**src/rtl/motor_cmd_engine_if.sv**
```systemverilog
// Byte-stream handshake bundle between the UART RX/TX byte engines and motor_cmd_engine.
// master = UART side, slave = command engine.
interface motor_cmd_engine_if;
    logic [7:0] rx_data;
    logic       rx_valid;
    logic       rx_ready;
    logic [7:0] tx_data;
    logic       tx_valid;
    logic       tx_ready;

    modport master (
        output rx_data, rx_valid, tx_ready,
        input  rx_ready, tx_data, tx_valid
    );

    modport slave (
        input  rx_data, rx_valid, tx_ready,
        output rx_ready, tx_data, tx_valid
    );
endinterface

```
**src/rtl/motor_cmd_engine.sv**
```systemverilog
// Assembles UART motor command frames, drives NCH sign/magnitude PWM pairs for D*DUR_TICKS
// cycles, then answers ACK/NAK. Define CHECKSUM_EN to add a trailing XOR checksum byte.
//
// state | meaning
// RECV  | collecting frame bytes; index==FRAME_LEN is the one-cycle commit step
// EXEC  | driving PWM pairs until the duration counter expires
// RESP  | holding ACK/NAK on tx until the TX engine takes it
module motor_cmd_engine #(
    parameter int         NCH         = 2,
    parameter int         PWM_W       = 7,
    parameter int         DUR_TICKS   = 4194304,
    parameter int         TIMEOUT_CYC = 65536,
    parameter logic [7:0] ACK_BYTE    = 8'h41,
    parameter logic [7:0] NAK_BYTE    = 8'h4E
) (
    input  logic              clk,
    input  logic              resetTrigger,
    motor_cmd_engine_if.slave bus,
    output logic [2*NCH-1:0]  ch_out_o,
    output logic              busy_o
);

`ifdef CHECKSUM_EN
    localparam int FRAME_LEN = NCH + 2;
`else
    localparam int FRAME_LEN = NCH + 1;
`endif
    localparam int IDX_W = $clog2(FRAME_LEN + 1);
    localparam int TO_W  = (TIMEOUT_CYC > 1) ? $clog2(TIMEOUT_CYC) : 1;
    localparam int DUR_W = $clog2(256 * DUR_TICKS);

    typedef enum logic [1:0] {RECV, EXEC, RESP} state_t;

    state_t                          state_q, state_d;
    logic [IDX_W-1:0]                idx_q, idx_d;
    logic [FRAME_LEN-1:0][7:0]       shadow_q, shadow_d;
    logic [NCH-1:0][PWM_W-1:0]       mag_q, mag_d;
    logic [NCH-1:0]                  dir_q, dir_d;
    logic [7:0]                      dur_q, dur_d;
    logic [PWM_W-1:0]                pwm_cnt_q, pwm_cnt_d;
    logic [DUR_W-1:0]                dur_cnt_q, dur_cnt_d;
    logic [TO_W-1:0]                 to_cnt_q, to_cnt_d;
    logic [2*NCH-1:0]                ch_out_q, ch_out_d;
    logic                            tx_valid_q, tx_valid_d;
    logic [7:0]                      tx_data_q, tx_data_d;
    logic                            rx_ready_q, rx_ready_d;
    logic                            accept;
    logic                            frame_ok;
`ifdef CHECKSUM_EN
    logic [7:0]                      csum;
`endif

    // Direction 0 drives the upper leg, direction 1 the lower leg; never both.
    function automatic logic [2*NCH-1:0] drive(
        input logic [NCH-1:0][PWM_W-1:0] mag,
        input logic [NCH-1:0]            dir,
        input logic [PWM_W-1:0]          cnt
    );
        logic [2*NCH-1:0] v;
        logic             pwm;
        v = '0;
        for (int i = 0; i < NCH; i++) begin
            pwm        = (mag[i] > cnt);
            v[2*i+1]   = pwm & ~dir[i];
            v[2*i]     = pwm & dir[i];
        end
        return v;
    endfunction

    always_ff @(posedge clk or posedge resetTrigger) begin
        if (resetTrigger) begin
            state_q    <= RECV;
            idx_q      <= '0;
            shadow_q   <= '0;
            mag_q      <= '0;
            dir_q      <= '0;
            dur_q      <= '0;
            pwm_cnt_q  <= '0;
            dur_cnt_q  <= '0;
            to_cnt_q   <= '0;
            ch_out_q   <= '0;
            tx_valid_q <= 1'b0;
            tx_data_q  <= '0;
            rx_ready_q <= 1'b0;
        end else begin
            state_q    <= state_d;
            idx_q      <= idx_d;
            shadow_q   <= shadow_d;
            mag_q      <= mag_d;
            dir_q      <= dir_d;
            dur_q      <= dur_d;
            pwm_cnt_q  <= pwm_cnt_d;
            dur_cnt_q  <= dur_cnt_d;
            to_cnt_q   <= to_cnt_d;
            ch_out_q   <= ch_out_d;
            tx_valid_q <= tx_valid_d;
            tx_data_q  <= tx_data_d;
            rx_ready_q <= rx_ready_d;
        end
    end

    always_comb begin
        state_d    = state_q;
        idx_d      = idx_q;
        shadow_d   = shadow_q;
        mag_d      = mag_q;
        dir_d      = dir_q;
        dur_d      = dur_q;
        pwm_cnt_d  = pwm_cnt_q;
        dur_cnt_d  = dur_cnt_q;
        to_cnt_d   = to_cnt_q;
        ch_out_d   = '0;
        tx_valid_d = tx_valid_q;
        tx_data_d  = tx_data_q;
        frame_ok   = 1'b1;
        accept     = bus.rx_valid & rx_ready_q;
`ifdef CHECKSUM_EN
        csum       = '0;
`endif

        unique case (state_q)
            RECV: begin
                if (idx_q == IDX_W'(FRAME_LEN)) begin
`ifdef CHECKSUM_EN
                    for (int k = 0; k < FRAME_LEN - 1; k++) begin
                        csum = csum ^ shadow_q[k];
                    end
                    frame_ok = (csum == shadow_q[FRAME_LEN-1]);
`endif
                    idx_d = '0;
                    if (frame_ok) begin
                        for (int i = 0; i < NCH; i++) begin
                            mag_d[i] = shadow_q[i][PWM_W-1:0];
                            dir_d[i] = shadow_q[i][7];
                        end
                        dur_d     = shadow_q[NCH];
                        pwm_cnt_d = '0;
                        // Down-counter: EXEC lasts load+1 cycles, so D=0 still gives one cycle.
                        if (dur_d == 8'd0) begin
                            dur_cnt_d = '0;
                            ch_out_d  = '0;
                        end else begin
                            dur_cnt_d = DUR_W'(dur_d) * DUR_W'(DUR_TICKS) - DUR_W'(1);
                            ch_out_d  = drive(mag_d, dir_d, '0);
                        end
                        state_d = EXEC;
                    end else begin
                        state_d    = RESP;
                        tx_valid_d = 1'b1;
                        tx_data_d  = NAK_BYTE;
                    end
                end else if (accept) begin
                    for (int k = 0; k < FRAME_LEN; k++) begin
                        if (idx_q == IDX_W'(k)) shadow_d[k] = bus.rx_data;
                    end
                    idx_d    = idx_q + IDX_W'(1);
                    to_cnt_d = TO_W'(TIMEOUT_CYC - 1);
                end else if (idx_q != '0) begin
                    if (to_cnt_q == '0) begin
                        idx_d      = '0;
                        state_d    = RESP;
                        tx_valid_d = 1'b1;
                        tx_data_d  = NAK_BYTE;
                    end else begin
                        to_cnt_d = to_cnt_q - TO_W'(1);
                    end
                end
            end
            EXEC: begin
                if (dur_cnt_q == '0) begin
                    state_d    = RESP;
                    tx_valid_d = 1'b1;
                    tx_data_d  = ACK_BYTE;
                end else begin
                    dur_cnt_d = dur_cnt_q - DUR_W'(1);
                    pwm_cnt_d = pwm_cnt_q + PWM_W'(1);
                    ch_out_d  = drive(mag_q, dir_q, pwm_cnt_d);
                end
            end
            RESP: begin
                if (bus.tx_ready) begin
                    tx_valid_d = 1'b0;
                    idx_d      = '0;
                    state_d    = RECV;
                end
            end
            default: state_d = RECV;
        endcase

        rx_ready_d = (state_d == RECV) && (idx_d != IDX_W'(FRAME_LEN));
    end

    assign bus.rx_ready = rx_ready_q;
    assign bus.tx_valid = tx_valid_q;
    assign bus.tx_data  = tx_data_q;
    assign ch_out_o     = ch_out_q;
    assign busy_o       = (state_q == EXEC) || (state_q == RESP);

endmodule

```
**src/flat_wrapper.sv**
```systemverilog
// flat-port wrapper written by rule: the top's interface ports become plain ports
module motor_cmd_engine_flat 
#(
    parameter int         NCH         = 2,
    parameter int         PWM_W       = 7,
    parameter int         DUR_TICKS   = 4194304,
    parameter int         TIMEOUT_CYC = 65536,
    parameter logic [7:0] ACK_BYTE    = 8'h41,
    parameter logic [7:0] NAK_BYTE    = 8'h4E
)
  (clk, resetTrigger, ch_out_o, busy_o, bus_rx_data, bus_rx_valid, bus_tx_ready, bus_rx_ready, bus_tx_data, bus_tx_valid);
  motor_cmd_engine_if bus_i ();
  input  logic clk;
  input  logic resetTrigger;
  output logic [2*NCH-1:0] ch_out_o;
  output logic busy_o;
  input wire logic [$bits(bus_i.rx_data)-1:0] bus_rx_data;
  input wire logic [$bits(bus_i.rx_valid)-1:0] bus_rx_valid;
  input wire logic [$bits(bus_i.tx_ready)-1:0] bus_tx_ready;
  output wire logic [$bits(bus_i.rx_ready)-1:0] bus_rx_ready;
  output wire logic [$bits(bus_i.tx_data)-1:0] bus_tx_data;
  output wire logic [$bits(bus_i.tx_valid)-1:0] bus_tx_valid;
  assign bus_i.rx_data = bus_rx_data;
  assign bus_i.rx_valid = bus_rx_valid;
  assign bus_i.tx_ready = bus_tx_ready;
  assign bus_rx_ready = bus_i.rx_ready;
  assign bus_tx_data = bus_i.tx_data;
  assign bus_tx_valid = bus_i.tx_valid;
  motor_cmd_engine #(.NCH(NCH), .PWM_W(PWM_W), .DUR_TICKS(DUR_TICKS), .TIMEOUT_CYC(TIMEOUT_CYC), .ACK_BYTE(ACK_BYTE), .NAK_BYTE(NAK_BYTE)) u_core (.clk(clk), .resetTrigger(resetTrigger), .bus(bus_i), .ch_out_o(ch_out_o), .busy_o(busy_o));
endmodule
```
**config.mk**
```make
export PLATFORM = sky130hd
export DESIGN_NAME = motor_cmd_engine_flat
export DESIGN_NICKNAME = d
export VERILOG_FILES = /design/src/rtl/motor_cmd_engine_if.sv /design/src/rtl/motor_cmd_engine.sv /design/src/flat_wrapper.sv
export SDC_FILE = /design/constraint.sdc
export NUM_CORES = 1
export LEC_CHECK = 0
export ABC_AREA = 1
export BUFFER_PORTS_ARGS = -buffer_cell sky130_fd_sc_hd__buf_2
export CELL_PAD_IN_SITES_DETAIL_PLACEMENT = 2
export CELL_PAD_IN_SITES_GLOBAL_PLACEMENT = 2
export CORE_UTILIZATION = 33
export DETAILED_ROUTE_END_ITERATION = 8
export PLACE_DENSITY_LB_ADDON = 0.05
export SLEW_MARGIN = 20
export SYNTH_ARGS = -nofsm -noshare
export SYNTH_HDL_FRONTEND = slang
export SYNTH_SLANG_ARGS = --single-unit
```
**constraint.sdc**
```tcl
create_clock -name clk -period 4.1 [get_ports clk]
set_input_delay 1.23 -clock clk [delete_from_list [all_inputs] [get_ports clk]]
set_output_delay 1.23 -clock clk [all_outputs]
set_load 0.1 [all_outputs]
```
==> results.json, run 1 <==
{
  "status": "finished clean",
  "crit_start": "u_core.state_q[0]",
  "synthTopCellsByArea": "dfrtp_1 (42%), nand2_1 (12%), o21ai_0 (7.0%)",
  "grt_busiest_layer": "met2",
  "drv_cap": 0,
  "peakVddDrop_mv": 0.4845,
  "dominantRegCellSynth": "dfrtp_1",
  "cts_setup_buffers": 0,
  "yosysTopAreaCell": "dfrtp_1",
  "endpoint_kind": "flip-flop",
  "grt_pass1_wl_um": 32220,
  "drt_iter0_drc": 185,
  "ios": 27,
  "path_max_fanout": 39,
  "grtUsageMet3": 0.02667,
  "dpl-instance-area_um2": 6564,
  "ys_ff_latch": 106,
  "worstPathArrival_ns": 3.12,
  "cts.path.max_buffers": 2,
  "remaining_drc_errors": 0,
  "slowest_stage": "nor2_2",
  "cts_sinks": 106,
  "ys_seq_area_frac": 0.4225,
  "r2r_start": "u_core.state_q[0]",
  "period_share": 0.7134,
  "crit_type": "flip-flop to flip-flop",
  "hold_buffers": 0,
  "die_h_um": 139.9,
  "grt_usage": 0.2103,
  "synthArstFlopShare": 1.000,
  "sequentialPowerShare": 0.334,
  "clock.fmax_mhz": 341.9,
  "layout_min_cycle_time_ns": 2.925,
  "rows": 50,
  "max_slew_margin": 0.3354,
  "syn_area_um2": 6279,
  "clk_pin_slew_worst_paths_ns": 0.08,
  "core_um2": 18710,
  "clkPwrFrac": 0.162,
  "crit_family": "simple AND/OR/NAND/NOR gates",
  "grt_pass1_vias": 6089,
  "setup_violations": 0,
  "hold_class": "flip-flop to flip-flop",
  "start_kind": "flip-flop",
  "ys_warn_count": 0,
  "worst_pin_slew_ns": 0.9944,
  "num_antenna_cells": 0,
  "gp_congestion": 0.7847,
  "portBuffers": 23,
  "synthDistinctLibCells": 41,
  "drive_above_1_share": 0.08528,
  "internal_power_mw": 2.755,
  "clock-root-buffer": "clkbuf_16",
  "crit_chain": "inv_1 > ha_1 > inv_1 > nor2_2 > inv_1 > nand3_4 > nor2_2 > a22oi_1",
  "yosysMostFrequentCell": "nand2_1",
  "synth_edf_count": 0,
  "viasPerCell": 5.099,
  "final_area_um2": 6874,
  "use_met2": 0.3542,
  "dpl.hpwl_um": 14500,
  "dieArea_um2": 19580,
  "netlist_instances": 837,
  "cp_common_cell": "inv_1",
  "grt_overflow": 0,
  "fp.dieW_um": 139.9,
  "p_leak_nw": 3.230,
  "num-fill-cells": 2194,
  "netlist.area_leader.share": 0.4225,
  "regToRegSetupSlack_ns": 1.18,
  "min_from": "u_core.mag_q[0]",
  "p_switching_mw": 2.863,
  "clock_latency_ns": 0.37,
  "crit_buf_inv": 3,
  "rsz0062_at_grt": "false",
  "slew_viol_final": 0,
  "switching_share": 0.5096,
  "drtPass1Iterations": 4,
  "wl_per_cell_um": 17.64,
  "areaGrowthSynthToFinish_pct": 9.486,
  "grt_max_degree": 48,
  "grtUsageMet1": 0.2857,
  "dpl.cell_count": 1074,
  "power_mw": 5.618,
  "comb_power_share": 0.504,
  "layout.nets": 885,
  "fin_skew_ns": 0.01165,
  "max_stage_delay_ns": 0.88,
  "ctsHtreeMaxLevel": 3,
  "antenna_found_initial": 0,
  "finalSetupTns_ns": 0,
  "powerDensity_nw_per_um2": 817.3,
  "syn_area_per_cell_um2": 7.501,
  "wirelength_um": 19230,
  "required_ns": 4.29,
  "cts_resized": 0,
  "hold_viol": 0,
  "cts_tree": "done",
  "cts_buffers": 9,
  "ant_nets": 0,
  "num_vias": 5558,
  "final_cells": 1090,
  "post-route-util": 0.3675,
  "start_util": 0.3357,
  "synth_commonest_cells": "nand2_1 (203), inv_1 (109), dfrtp_1 (106), nor2_1 (91), o21ai_0 (88)"
}
placed cells by master (no fill, tap or decap), types with 6 or more instances in the layout:
master	synthesis	final
ha_1	22	22
o21ai_1	8	8
nand4_1	14	14
o31ai_1	6	6
nor2_1	91	91
xor2_1	17	17
clkbuf_16	0	9
buf_2	10	23
nand2_1	203	203
o21ai_0	88	88
inv_1	109	108
dfrtp_1	106	106
a22oi_1	12	12
a21oi_1	21	21
nor3_1	11	11
nand3_1	52	52
nor2_2	6	6
worst paths after layout:
check,to,cells past startpoint
setup / recovery,u_core.dur_cnt_q[0],8
hold / removal,u_core.mag_q[0],2
setup reg to reg,u_core.dur_cnt_q[0],8
hold reg to reg,u_core.mag_q[0],2
max in group asynchronous,u_core.dur_cnt_q[27],3
min in group asynchronous,u_core.bus.tx_data[6],2
final cells by class:
cell class,instances,area (µm²),area share
Sequential cell,106,2653,0.3859
Tap cell,234,292.8,0.04259
Inverter,114,430.4,0.06261
Timing Repair Buffer,28,165.2,0.02403
Clock inverter,7,85.08,0.01238
Clock buffer,9,225.2,0.03276
Multi-Input combinational cell,592,3023,0.4398
stage by stage:
stage               hold slack [ns]  setup WS, ns
finish                       0.4889         1.175
global route                 0.5223        0.8722
CTS                          0.4961         1.127
detailed placement           0.4743        0.9995
global placement             0.4435         1.122
floorplan                    0.4491       0.08111
worst min-delay path: cells and delay by family (launching register included):
| family | cells | cell delay, ns |
|---|---|---|
| flip-flops | 1 | 0.35 |
| AND/OR/NAND/NOR | 1 | 0.05 |
| AO/OA/AOI/OAI | 1 | 0.06 |
state kept, by name, summed over array words and instances, names as in the netlist:
name                 cells
u_core.ch_out_o          4
u_core.mag_q            14
u_core.bus.tx_valid      1
u_core.dur_cnt_q        30
u_core.bus.tx_data       3
u_core.pwm_cnt_q         7
u_core.state_q           2
u_core.shadow_q         24
u_core.bus.rx_ready      1
u_core.dir_q             2
u_core.to_cnt_q         16
u_core.idx_q             2
per-layer routing:
metal	wire length, µm	part of all wire	vias up
met4	191	0.0099	0
met2	9187	0.48	43
met3	351	0.018	13
li1	-	-	2720
met5	0	0	-
met1	9500	0.49	2782
power groups by stage:
stage	clock, mW	sequential (mW)	combinational (mW)
after floorplan	0	2.02	2.03
after global placement	0	1.88	2.71
after detailed placement	0	1.91	2.86
after CTS	0.943	1.89	2.89
after global routing	0.977	1.94	3.23
final	0.910	1.88	2.83
logic make-up after synthesis:
family | synth area share
AOI/OAI and AO/OA | 0.1387
adders and majority gates | 0.04384
xor gates and xnor gates | 0.03069
and+or+nand+nor | 0.2664
buffers and inverters | 0.09725
DFF | 0.4225
other | 0.0005973
(Power assumes the default switching activity.)
==> inputs of run 2 (changes only) <==
- CORE_UTILIZATION: 33 -> 35
- clock period: 4.1 -> 2.75 ns (I/O delays scaled with it)
==> results.json, run 2 (same netlist as run 1, synthesis figures left out) <==
{
  "clock.fmax_mhz": 410.5,
  "max_slew_margin": 0.5840,
  "hold_buffers": 0,
  "drtPass1Iterations": 4,
  "worstPathArrival_ns": 1.61,
  "slowest_stage": "dfrtp_1",
  "setup_violations": 0,
  "endpoint_kind": "primary output",
  "layout_min_cycle_time_ns": 2.436,
  "grt_overflow": 0,
  "clock_latency_ns": 0.37,
  "final_cells": 1090,
  "num_vias": 5641,
  "cts_buffers": 9,
  "clk_pin_slew_worst_paths_ns": 0.08,
  "num_antenna_cells": 0,
  "grt_usage": 0.2273,
  "fin_skew_ns": 0.01493,
  "required_ns": 1.93,
  "peakVddDrop_mv": 0.6390,
  "ctsHtreeMaxLevel": 3,
  "min_from": "u_core.bus.tx_data[0]",
  "cts_sinks": 106,
  "cts_setup_buffers": 0,
  "die_h_um": 135.9,
  "drt_iter0_drc": 173,
  "worst_pin_slew_ns": 0.6240,
  "largest-register": "u_core.dur_cnt_q",
  "min_to": "u_core.bus.tx_data[0]",
  "finalSetupTns_ns": 0,
  "largest_register_ffs": 30,
  "slew_viol_final": 0,
  "reg_top3": "u_core.dur_cnt_q x30, u_core.shadow_q x24, u_core.to_cnt_q x16",
  "power_mw": 8.490,
  "powerDensity_nw_per_um2": 1225,
  "hold_viol": 0,
  "holdWs_ns": 0.4939,
  "core_um2": 17420,
  "hold_class": "flip-flop to flip-flop",
  "grt_max_degree": 107,
  "r2r_start": "u_core.dur_cnt_q[0]",
  "portBuffers": 23,
  "status": "finished clean",
  "crit_family": "buffers and inverters",
  "dpl-instance-area_um2": 6621,
  "layout.nets": 894,
  "num-fill-cells": 2091,
  "place_worst_setup_slack_ns": 0.2755,
  "start_kind": "flip-flop",
  "crit_chain": "inv_1 > ha_1 > buf_2",
  "wl_per_cell_um": 17.65,
  "final_cell_mix": "nand2_1 (203), inv_1 (108), dfrtp_1 (106), nor2_1 (91), o21ai_0 (88)",
  "post-route-util": 0.3981,
  "regToRegSetupSlack_ns": 0.38,
  "worst_r2r_path_depth": 12,
  "final_common_cell": "nand2_1",
  "drive_above_1_share": 0.09480,
  "remaining_drc_errors": 0,
  "grt_pass1_wl_um": 32600,
  "rows": 48,
  "crit_buf_inv": 2,
  "dpl.cell_count": 1074,
  "crit_type": "flip-flop to primary output",
  "p_leak_nw": 3.273,
  "start_util": 0.3605,
  "final_area_um2": 6933,
  "cts_tree": "done",
  "gp_congestion": 0.8408,
  "viasPerCell": 5.175,
  "max_stage_delay_ns": 0.42,
  "cts_resized": 0,
  "fp.dieW_um": 135.9,
  "rr_endpoint": "u_core.dur_cnt_q[1]",
  "path_max_fanout": 5,
  "setup_slack_ns": 0.3139,
  "dieArea_um2": 18480,
  "ios": 27,
  "clock-root-buffer": "clkbuf_16",
  "wirelength_um": 19230,
  "dpl.hpwl_um": 14650,
  "hold_depth": 2,
  "cts.path.max_buffers": 2,
  "antenna_found_initial": 0,
  "period_share": 0.8859,
  "areaGrowthSynthToFinish_pct": 10.42,
  "rsz0062_at_grt": "false",
  "ant_nets": 0,
  "grt_pass1_vias": 6302,
  "drv_cap": 0
}
[run 2: cell types whose count changed in the layout (fill, tap and decap cells not counted)]
cell and delta:
buf_4 +9, clkinv_8 -1, inv_4 -1, inv_6 +1, inv_8 +1, nor2_2 -1, nor2_4 +1
[run 2: worst min-delay path, cell delays in order, from the launching register on]
cell	delay [ns]
dfrtp_1	0.34
nand2_1	0.05
o21ai_0	0.06
[run 2: how the worst max path moves through the flow]
stage	start	endpoint	slack, ns	depth (start not counted)
after global routing	u_core.state_q[0]	u_core.to_cnt_q[2]	0.19	9
after global placement	u_core.shadow_q[16]	u_core.dur_cnt_q[0]	0.45	9
after floorplan	u_core.bus.tx_data[3]	bus_tx_data[2]	0.57	1
final	u_core.state_q[0]	busy_o	0.31	3
after CTS	u_core.shadow_q[16]	u_core.dur_cnt_q[20]	0.24	9
after detailed placement	u_core.shadow_q[16]	u_core.dur_cnt_q[20]	0.28	9
[run 2: per-layer routing]
metal	track usage	vias up	wire length [µm]
met5	0	-	0
li1	-	2744	-
met3	0.04139	12	404
met4	0.04691	0	202
met2	0.3866	51	9307
met1	0.2998	2834	9320
[run 2: cell type report]
class / instances / area, µm² / share of cell area
multi-input cells: 592 / 3028 / 0.4367
flip-flops and latches: 106 / 2653 / 0.3826
inverters: 114 / 431.7 / 0.06226
well taps: 225 / 281.5 / 0.04061
repair buffers: 37 / 232.7 / 0.03357
clock buffers: 9 / 225.2 / 0.03249
clock inverters: 7 / 81.33 / 0.01173
[run 2: where the power goes]
group / switching [mW] / total (mW) / internal, mW
Clock: 0.702 / 1.35 / 0.651
Combinational: 3.06 / 4.33 / 1.27
Sequential: 0.546 / 2.81 / 2.26
Total: 4.31 / 8.49 / 4.18
==> inputs of run 3 (changes only) <==
- CTS_BUF_LIST: unset -> sky130_fd_sc_hd__clkbuf_4
==> results.json, run 3 (same netlist as run 1, synthesis figures left out) <==
{
  "viasPerCell": 5.176,
  "rsz0062_at_grt": "false",
  "multi_input_area_um2": 3028,
  "cts_setup_buffers": 0,
  "peakVddDrop_mv": 0.6402,
  "start_kind": "flip-flop",
  "p_leak_nw": 3.204,
  "dpl.hpwl_um": 14650,
  "final_area_um2": 6778,
  "powerDensity_nw_per_um2": 1179,
  "hold_buffers": 0,
  "crit_chain": "inv_1 > ha_1 > buf_2",
  "clock_latency_ns": 0.52,
  "grt_pass1_vias": 6311,
  "worstPathArrival_ns": 1.78,
  "antenna_found_initial": 1,
  "dieArea_um2": 18480,
  "largest_register_ffs": 30,
  "cts.path.max_buffers": 2,
  "endpoint_kind": "primary output",
  "hold_viol": 0,
  "start_util": 0.3605,
  "period_share": 0.9487,
  "drv_cap": 0,
  "dpl.cell_count": 1074,
  "remaining_drc_errors": 0,
  "crit_buf_inv": 2,
  "crit_type": "flip-flop to primary output",
  "num_vias": 5647,
  "path_max_fanout": 5,
  "cts_buffers": 9,
  "wirelength_um": 19190,
  "required_ns": 1.93,
  "layout_min_cycle_time_ns": 2.609,
  "ctsHtreeMaxLevel": 3,
  "ff_latch_area_um2": 2653,
  "largest-register": "u_core.dur_cnt_q",
  "grt_overflow": 0,
  "drt_iter0_drc": 207,
  "gp_congestion": 0.8408,
  "areaGrowthSynthToFinish_pct": 7.951,
  "ios": 27,
  "reg_top3": "u_core.dur_cnt_q x30, u_core.shadow_q x24, u_core.to_cnt_q x16",
  "layout.nets": 894,
  "post-route-util": 0.3892,
  "dpl-instance-area_um2": 6621,
  "ant_nets": 0,
  "fp.dieW_um": 135.9,
  "setup_violations": 0,
  "rows": 48,
  "cts_tree": "done",
  "clock.fmax_mhz": 383.3,
  "num-fill-cells": 2120,
  "clock-root-buffer": "clkbuf_4",
  "grt_pass1_wl_um": 32440,
  "grt_max_degree": 107,
  "slowest_stage": "dfrtp_1",
  "clk_pin_slew_worst_paths_ns": 0.20,
  "die_h_um": 135.9,
  "slew_viol_final": 0,
  "finalSetupTns_ns": 0,
  "status": "finished clean",
  "final_common_cell": "nand2_1",
  "hold_class": "primary input to asynchronous set/reset pin",
  "grt_usage": 0.2260,
  "final_cell_mix": "nand2_1 (203), inv_1 (108), dfrtp_1 (106), nor2_1 (91), o21ai_0 (88)",
  "core_um2": 17420,
  "wl_per_cell_um": 17.59,
  "crit_family": "buffers and inverters",
  "cts_sinks": 106,
  "drtPass1Iterations": 4,
  "worst_pin_slew_ns": 0.6211,
  "final_cells": 1091,
  "max_slew_margin": 0.5859,
  "max_stage_delay_ns": 0.46,
  "drive_above_1_share": 0.09480,
  "fin_skew_ns": 0.03472,
  "portBuffers": 23
}
[run 3: cell types whose count changed in the layout (fill, tap and decap cells not counted), sizes merged]
cell / delta
diode: +1
[run 3: metrics by stage]
step | setup slack, ns | hold WS, ns | power (mW)
after floorplan | 0.5685 | 0.4491 | 6.039
after global placement | 0.4539 | 0.4442 | 6.908
after detailed placement | 0.2755 | 0.4762 | 7.218
after CTS | 0.09410 | 0.4466 | 8.130
after global routing | 0.03438 | 0.4347 | 8.763
final | 0.1412 | 0.4384 | 7.994
[run 3: timing repair]
item                       4_1_cts  5_1_grt
resized for setup                0        1
setup endpoints to repair        0        4
hold endpoints to repair         0        0
[run 3: final timing paths]
path / startpoint / slack (ns) / cells past startpoint / endpoint
max in group asynchronous: resetTrigger / 1.81 / 3 / u_core.mag_q[12]
worst max register to register: u_core.dur_cnt_q[0] / 0.38 / 12 / u_core.dur_cnt_q[2]
worst min register to register: u_core.bus.tx_data[0] / 0.52 / 2 / u_core.bus.tx_data[0]
min in group clk: u_core.bus.tx_data[0] / 0.52 / 2 / u_core.bus.tx_data[0]
worst min-delay path: resetTrigger / 0.44 / 3 / u_core.to_cnt_q[10]
worst max-delay path: u_core.state_q[0] / 0.14 / 3 / busy_o
[run 3: metal layers]
metal,track usage,vias to the layer above,part of all wire
li1,-,2739,-
met1,0.3003,2845,0.48
met2,0.3880,55,0.49
met3,0.03691,8,0.024
met4,0.04012,0,0.0076
met5,0,-,0
[run 3: cell type report]
type | instances | share of cell area
multi-input combinational | 592 | 0.4467
antenna | 1 | 0.0003692
inverter | 114 | 0.06369
tap | 225 | 0.04154
clock inverter | 7 | 0.01200
clock buffer | 9 | 0.009969
timing repair buffer | 37 | 0.03434
sequential | 106 | 0.3914
[run 3: report_power, final]
part / internal (mW) / switching [mW] / total, mW
Sequential: 2.25 / 0.548 / 2.80
Clock: 0.220 / 0.642 / 0.863
Combinational: 1.27 / 3.06 / 4.33
Total: 3.74 / 4.25 / 7.99
[run 3: worst reg2reg max path, delay by kind of cell (launching register included)]
family,cells,cell delay (ns)
compound gates,2,0.24
buf+inv,4,0.64
simple gates,5,0.76
fa+ha+maj,1,0.22
flops,1,0.41
